## src/rtl/inst_decoder.sv

```systemverilog
// rtl/inst_decoder.sv - 4-bit instruction decoder: machine-cycle phase counter, OPR/OPA latch, two-word fetch, write strobes (optional INST_DECODER_ILLEGAL_EN)
module inst_decoder (
    input  logic       clk_i,
    input  logic       rst_ni,
    input  logic [3:0] romNibble_i,
    input  logic       hold_i,
    output logic [2:0] phase_o,
    output logic       sync_o,
    output logic [3:0] aluOp_o,
    output logic [3:0] aluSubOp_o,
    output logic [3:0] opaOut_o,
    output logic       twoWord_o,
    output logic [7:0] immData_o,
    output logic       accWe_o,
    output logic       carryWe_o,
    output logic       regWe_o,
    output logic       pcInc_o,
    output logic       jumpReq_o,
    output logic       illegalOp_o
);

    localparam logic [2:0] PH_M1 = 3'd3;
    localparam logic [2:0] PH_M2 = 3'd4;
    localparam logic [2:0] PH_X2 = 3'd6;
    localparam logic [2:0] PH_X3 = 3'd7;

    logic [2:0] phase_q, phase_d;
    logic [3:0] opr_q, opr_d;
    logic [3:0] opa_q, opa_d;
    logic [3:0] alu_op_q, alu_op_d;
    logic [3:0] alu_sub_q, alu_sub_d;
    logic [7:0] imm_q, imm_d;
    logic       two_word_q, two_word_d;

    logic at_m1, at_m2, at_x3;
    logic first_is_two;
    logic completes;
    logic x2_fire;
    logic acc_dec, carry_dec, reg_dec, ill_dec;

    // Phase counter state register
    always_ff @(posedge clk_i or negedge rst_ni) begin
        if (!rst_ni) begin
            phase_q <= 3'd0;
        end else begin
            phase_q <= phase_d;
        end
    end

    // Phase next-state: advance and wrap unless held
    always_comb begin
        phase_d = phase_q;
        if (!hold_i) begin
            phase_d = phase_q + 3'd1;
        end
    end

    // Instruction, immediate and two-word registers
    always_ff @(posedge clk_i or negedge rst_ni) begin
        if (!rst_ni) begin
            opr_q      <= 4'd0;
            opa_q      <= 4'd0;
            alu_op_q   <= 4'd0;
            alu_sub_q  <= 4'd0;
            imm_q      <= 8'd0;
            two_word_q <= 1'b0;
        end else begin
            opr_q      <= opr_d;
            opa_q      <= opa_d;
            alu_op_q   <= alu_op_d;
            alu_sub_q  <= alu_sub_d;
            imm_q      <= imm_d;
            two_word_q <= two_word_d;
        end
    end

    // Capture nibbles at M1/M2; a second word goes to immData, a first word to OPR/OPA
    always_comb begin
        at_m1      = !hold_i && (phase_q == PH_M1);
        at_m2      = !hold_i && (phase_q == PH_M2);
        at_x3      = !hold_i && (phase_q == PH_X3);
        opr_d      = opr_q;
        opa_d      = opa_q;
        alu_op_d   = alu_op_q;
        alu_sub_d  = alu_sub_q;
        imm_d      = imm_q;
        two_word_d = two_word_q;
        if (at_m1) begin
            if (two_word_q) begin
                imm_d[7:4] = romNibble_i;
            end else begin
                opr_d = romNibble_i;
            end
        end
        // The M2 edge is also the X1 edge, so the ALU sees OPA in the same clock it is latched
        if (at_m2) begin
            if (two_word_q) begin
                imm_d[3:0] = romNibble_i;
            end else begin
                opa_d     = romNibble_i;
                alu_op_d  = opr_q;
                alu_sub_d = romNibble_i;
            end
        end
        // A second-word cycle always returns to single-word fetch
        if (at_x3) begin
            two_word_d = !two_word_q && first_is_two;
        end
    end

    // Opcode decode of the executing instruction
    always_comb begin
        first_is_two = 1'b0;
        acc_dec      = 1'b0;
        carry_dec    = 1'b0;
        reg_dec      = 1'b0;
        ill_dec      = 1'b0;
        case (alu_op_q)
            4'h1, 4'h4, 4'h5: first_is_two = 1'b1;
            4'h2: begin
                first_is_two = !alu_sub_q[0];
                reg_dec      = !alu_sub_q[0];
            end
            4'h6: reg_dec = 1'b1;
            4'h7: begin
                first_is_two = 1'b1;
                reg_dec      = 1'b1;
            end
            4'h8, 4'h9: begin
                acc_dec   = 1'b1;
                carry_dec = 1'b1;
            end
            4'hA, 4'hC, 4'hD: acc_dec = 1'b1;
            4'hB: begin
                acc_dec = 1'b1;
                reg_dec = 1'b1;
            end
            4'hE: begin
                acc_dec   = alu_sub_q[3];
                carry_dec = (alu_sub_q == 4'h8) || (alu_sub_q == 4'hB);
            end
            4'hF: begin
                acc_dec   = (alu_sub_q <= 4'hC);
                carry_dec = (alu_sub_q <= 4'hB) && (alu_sub_q != 4'h4);
                ill_dec   = (alu_sub_q >= 4'hE);
            end
            default: begin
                first_is_two = 1'b0;
            end
        endcase
    end

    // Strobe and status outputs, every strobe gated by hold
    always_comb begin
        completes  = two_word_q || !first_is_two;
        x2_fire    = !hold_i && (phase_q == PH_X2) && completes;
        phase_o    = phase_q;
        sync_o     = (phase_q == PH_X3);
        aluOp_o    = alu_op_q;
        aluSubOp_o = alu_sub_q;
        opaOut_o   = alu_sub_q;
        twoWord_o  = two_word_q;
        immData_o  = imm_q;
        accWe_o    = x2_fire && acc_dec && !ill_dec;
        carryWe_o  = x2_fire && carry_dec && !ill_dec;
        regWe_o    = x2_fire && reg_dec;
        pcInc_o    = !hold_i && (phase_q == PH_X3);
        jumpReq_o  = !hold_i && (phase_q == PH_X3) && two_word_q &&
                     ((alu_op_q == 4'h4) || (alu_op_q == 4'h5));
`ifdef INST_DECODER_ILLEGAL_EN
        illegalOp_o = x2_fire && ill_dec;
`else
        illegalOp_o = 1'b0;
`endif
    end

endmodule

```

## config.mk

```make
export PLATFORM = sky130hd
export DESIGN_NAME = inst_decoder
export DESIGN_NICKNAME = d
export VERILOG_FILES = /design/src/rtl/inst_decoder.sv
export SDC_FILE = /design/constraint.sdc
export NUM_CORES = 1
export LEC_CHECK = 0
export CAP_MARGIN = 15
export CORE_MARGIN = 8
export CORE_UTILIZATION = 40
export CTS_CLUSTER_DIAMETER = 200
export CTS_CLUSTER_SIZE = 28
export DETAILED_ROUTE_END_ITERATION = 12
export PLACE_DENSITY = 0.67
export SLEW_MARGIN = 0
export SYNTH_ARGS = -nofsm -noshare
export SYNTH_HDL_FRONTEND = slang
export SYNTH_SLANG_ARGS = --single-unit
```

## constraint.sdc

```tcl
create_clock -name clk_i -period 2 [get_ports clk_i]
set_input_delay 0.3 -clock clk_i [delete_from_list [all_inputs] [get_ports clk_i]]
set_output_delay 0.3 -clock clk_i [all_outputs]
set_load 0.01 [all_outputs]
```

# Word level (Yosys, flattened, before mapping)
# Index checks and enable logic that the tools add are counted.
# totals
input_bits	7
mem_count	0
ram_bits	0
ff_bits	24
mem_bits_ro	0
latchBits	0
# op_classes
div	0
shifts	0
n_addsub	1
muxes	5
order_cmp	3
eq_ne	21
reduce_logical	30
n_mul	0
bitwise_logic	1
# ops
operator	count
$eq 4x4->1 const B	10
$eq 4x3->1 const B	4
$logic_and 1x1->1	14
$eq 3x3->1 const B	3
$le 4x4->1 const B	2
$reduce_and 2->1	4
$pmux 1 s3	2
$reduce_or 6->1	1
$logic_not 1->1	5
$eq 4x1->1 const B	1
$eq 4x2->1 const B	1
$ge 4x4->1 const B	1
$ne 4x3->1 const B	1
$pmux 1 s2	2
$reduce_or 4->1	1
$add 3x1->3 const B	1
$eq 3x2->1 const B	1
$logic_or 1x1->1	3
$reduce_or 3->1	1
$reduce_or 2->1	1
$mux 1	1
$not 1->1	1

# Longest topological paths before layout
# depth
word_depth	8
depth_mapped	6

# Least setup slack after synthesis
# OpenSTA, ideal clock, no wires.
# synth_path
path_kind	register to output
startpoint	register phase_q[0], in the netlist phase_o[0]
endpoint	output port jumpReq_o
stages_incl_launch_ff	5
arrival_ps	1399
setup_slack_ps	301
cell_sequence	dfrtp_1 ha_1 ha_1 nor2b_1 and4b_1
# synth_between
elab_chain_len	4
# synth_lines
element	line_no	rtl
from (decl)	27	logic [2:0] phase_q, phase_d;
from (signal assigned)	46	phase_q <= phase_d;
$eq 3x3->1	--	
net sync_o	8	output logic sync_o,
$logic_and 1x1->1	168	jumpReq_o = !hold_i && (phase_q == PH_X3) && two_word_q &&
net pcInc_o	17	output logic pcInc_o,
$logic_and 1x1->1 (2 in series)	168	
to (decl)	18	output logic jumpReq_o,
# The timed path passes the listed nets, and every way through them passes these cells.

# Worst setup path after layout
# layout_path
startpoint	register alu_op_q[2], in the netlist aluOp_o[2]
endpoint	output port regWe_o
# layout_between
elab_chain_len	7
# layout_lines
element	line_no	rtl
from (decl)	30	logic [3:0] alu_op_q, alu_op_d;
from (signal assigned)	70	alu_op_q <= alu_op_d;
$eq 4x3->1 or $eq 4x1->1 (tied branches)	118	case (alu_op_q)
$reduce_or 4->1 (no source line)	--	
$pmux 1 s2	118	
$logic_not 1->1	155	completes = two_word_q || !first_is_two;
$logic_or 1x1->1	155	
$logic_and 1x1->1	156	x2_fire = !hold_i && (phase_q == PH_X2) && completes;
$logic_and 1x1->1 (*)	166	regWe_o = x2_fire && reg_dec;
to (decl)	16	output logic regWe_o,
# Mark *: on every way between the ends. The rest lies on a longest branch, timed or not.

==> results.sh <==
export IMPL_outcome="complete, but fails checks"
export IMPL_violations="negative setup slack"
export IMPL_vias=1010
export IMPL_core_mm2=0.00300
export IMPL_p_per_area_mw_per_mm2=1530
export IMPL_port_buffers=36
export IMPL_synth_seq_cells=24
export IMPL_hpwl_um=2200
export IMPL_synth_most_common_cell="dfrtp_1"
export IMPL_postSynthCellCount=102
export IMPL_via_per_inst=5.13
export IMPL_drt_wirelength_per_cell_um=15.4
export IMPL_antennaDiodeCount=0
export IMPL_cts_sinks=24
export IMPL_fin_crit_ps=2000
export IMPL_async_flop_share_pct=100
export IMPL_criticalPathCategory="flip-flop to primary output"
export IMPL_dr_first_iter_drc_count=30
export IMPL_rrSetupSlack_ps=180
export IMPL_clk_path_buf_depth=2
export IMPL_clock_skew_ps=4.91
export IMPL_hp_class="input port to asynchronous set/reset pin"
export IMPL_endpoint="regWe_o"
export IMPL_track_usage_pct=11.9
export IMPL_pin_count=38
export IMPL_synthFlopType="dfrtp_1"
export IMPL_stdcell_area_mm2=0.00191
export IMPL_clkPwrFrac_pct=11.9
export IMPL_die_area_mm2=0.00511
export IMPL_initial_utilization_pct=41.0
export IMPL_cp_required_ps=1700
export IMPL_synth_top_cell_by_area="dfrtp_1"
export IMPL_yosys_cell_types_count=30
export IMPL_synth_top_area_share_pct=48.7
export IMPL_gr_total_overflow=0
export IMPL_fin_nets=177
export IMPL_cp_max_fo=4
export IMPL_synth_nets=114
export IMPL_synth_edf_count=0
export IMPL_totalWireLength_um=3040
export IMPL_antenna_found_initial=0
export IMPL_finalMaxSlewViolations=0
export IMPL_p_sw_w=0.000979
export IMPL_fin_ws_ps=-1.55
export IMPL_cts_max_level=1
export IMPL_firstDrtPassIters=2
export IMPL_p_total_w=0.00291
export IMPL_p_sw_share_pct=33.6
export IMPL_regToRegStartpoint="phase_o[1]"
export IMPL_start_kind="flip-flop"
export IMPL_multiInputGateArea_um2=619
export IMPL_root_buffer="clkbuf_4"
export IMPL_num_rows=20
export IMPL_final_antenna_net_count=0
export IMPL_clkTransAtPathRegs_ps=130
export IMPL_synth_avg_cell_area_um2=12.1
export IMPL_area_delta_synth_final_pct=54.7
export IMPL_clkLatencyLatePin_ps=310
export IMPL_finalCritPeriodShare_pct=100
export IMPL_synth_top_cells_by_area="dfrtp_1, mux2_2, ha_1, buf_4, nand2_1"
export IMPL_routabilityCongestion=0.753
export IMPL_hold_viol=0
export IMPL_worst_r2r_cell_count=7
export IMPL_grt_pass1_wl_um=5040
export IMPL_setup_viol=1
export IMPL_pre_cts_ws_ps=-116
export IMPL_yosys_warnings=0
export IMPL_synthesis_area_mm2=0.00123
export IMPL_grt_pass1_vias=1087
export IMPL_critPathLaunch="aluOp_o[2]"
export IMPL_die_h_um=71.5
export IMPL_numCtsBuffers=3
export IMPL_rsz0062_at_grt="yes"
export IMPL_seq_area_um2=603
export IMPL_drive_gt1_share_pct=45.7
export IMPL_arrival_ps=1700
export IMPL_drc_errors=0
export IMPL_synth_common_cells="dfrtp_1, mux2_2, nand2_1, buf_4, ha_1"
export IMPL_fin_util_pct=63.5
export IMPL_cts_tree="built"
export IMPL_grt_max_degree=25
export IMPL_fill_cells=257
export IMPL_pwr_share_seq_pct=29.3
export IMPL_synth_seq_area_share_pct=48.7
export IMPL_r2r_end="aluSubOp_o[1]"
export IMPL_cap_violations=0
export IMPL_p_comb_share_pct=58.8
export IMPL_irDropWorstVdd_v=0.000705
export IMPL_die_w_um=71.5
export IMPL_placedInstanceArea_mm2=0.00173
export IMPL_max_freq_mhz=500
export IMPL_p_leak_nw=0.858
export IMPL_p_int_w=0.00193
export IMPL_critPathCaptureType="primary output"
## kinds of logic after synthesis
group                      Yosys count  synth area share [%]
DFF                                 24                  48.7
AOI/OAI and AO/OA                   12                  6.50
adders and majority gates            5                  5.08
xor gates and xnor gates             1                 0.711
other                                1                 0.304
buffers and inverters               12                  5.99
muxes                               21                  19.2
and+or+nand+nor                     26                  13.5
## worst max-delay path: stages (launching register included)
cell      delay, ps
dfrtp_2         460
buf_6           130
nor2b_4         120
a211oi_2        230
nor3_2           80
and4b_1         250
buf_2           130
## layer usage
| layer | up-vias | global-route usage [%] | routed length, um |
|---|---|---|---|
| li1 | 482 | - | - |
| met1 | 497 | 13.2 | 1240 |
| met2 | 27 | 20.8 | 1530 |
| met3 | 4 | 3.77 | 239 |
| met4 | 0 | 4.31 | 31 |
| met5 | - | 0 | 0 |
## area by class of cell
cell class	instances	share of cell area, %
Timing Repair Buffer	66	30.1
Inverter	4	0.919
Tap cell	33	2.17
Clock buffer	3	1.18
Sequential cell	24	31.6
Clock inverter	1	1.57
Multi-Input combinational cell	66	32.5
## registers in the layout, summed over array words and instances, names as in the netlist
name,flops
immData_o,8
aluSubOp_o,4
aluOp_o,4
phase_o,3
opr_q,4
twoWord_o,1
## timing repair
action | in CTS | in global routing
hold endpoints to repair | 0 | 0
pin swaps | 4 | 5
endpoints found under the setup margin | 5 | 5
resized for setup | 25 | 11
buffers inserted | 7 | 3
hold buffers | 0 | 0
## worst min-delay path by stage
stage	endpoint	depth (start not counted)	startpoint
floorplan	aluOp_o[0]	0	rst_ni
global placement	aluOp_o[1]	1	opr_q[1]
finish	aluSubOp_o[3]	2	rst_ni
detailed placement	opr_q[1]	1	opr_q[1]
CTS	phase_o[1]	2	rst_ni
global route	aluSubOp_o[3]	2	rst_ni
## stage by stage
stage          std cells  setup TNS [ps]  hold slack, ps
5_1_grt              197            -241             343
3_3_place_gp         183            -158             483
3_5_place_dp         183            -221             491
2_1_floorplan        102               0            4.41
6_report             197           -1.55             332
4_1_cts              194           -16.3             334
## power groups by stage
| stage | Sequential [W] | Clock [W] | Combinational (W) |
|---|---|---|---|
| after floorplan | 0.000954 | 0 | 0.000564 |
| final | 0.000853 | 0.000347 | 0.00171 |
| after global routing | 0.000880 | 0.000374 | 0.00185 |
| after CTS | 0.000843 | 0.000357 | 0.00161 |
| after detailed placement | 0.000854 | 0 | 0.00143 |
| after global placement | 0.000841 | 0 | 0.00140 |
## cells in the final DEF, fill, tap and decap left out, drive strengths merged
cell type | synthesis | layout
nor2 | 3 | 3
a211oi | 2 | 2
o2111ai | 1 | 1
nand3 | 1 | 1
mux2 | 21 | 21
xnor2 | 1 | 1
o22ai | 1 | 1
nand4bb | 1 | 1
ha | 5 | 5
dfrtp | 24 | 24
inv | 4 | 4
o21ai | 3 | 3
nor3 | 3 | 3
clkdlybuf4s15 | 0 | 1
buf | 8 | 33
conb | 1 | 1
bufinv | 0 | 1
nand4 | 1 | 1
a31oi | 1 | 1
o211ai | 2 | 2
clkbuf | 0 | 4
nor2b | 3 | 3
clkdlybuf4s50 | 0 | 31
and4b | 2 | 2
nand2b | 2 | 2
o41ai | 1 | 1
nand2 | 7 | 7
nor3b | 1 | 1
nor4b | 1 | 1
a21oi | 1 | 1
nand3b | 1 | 1
Power figures use the tool's default switching activity.
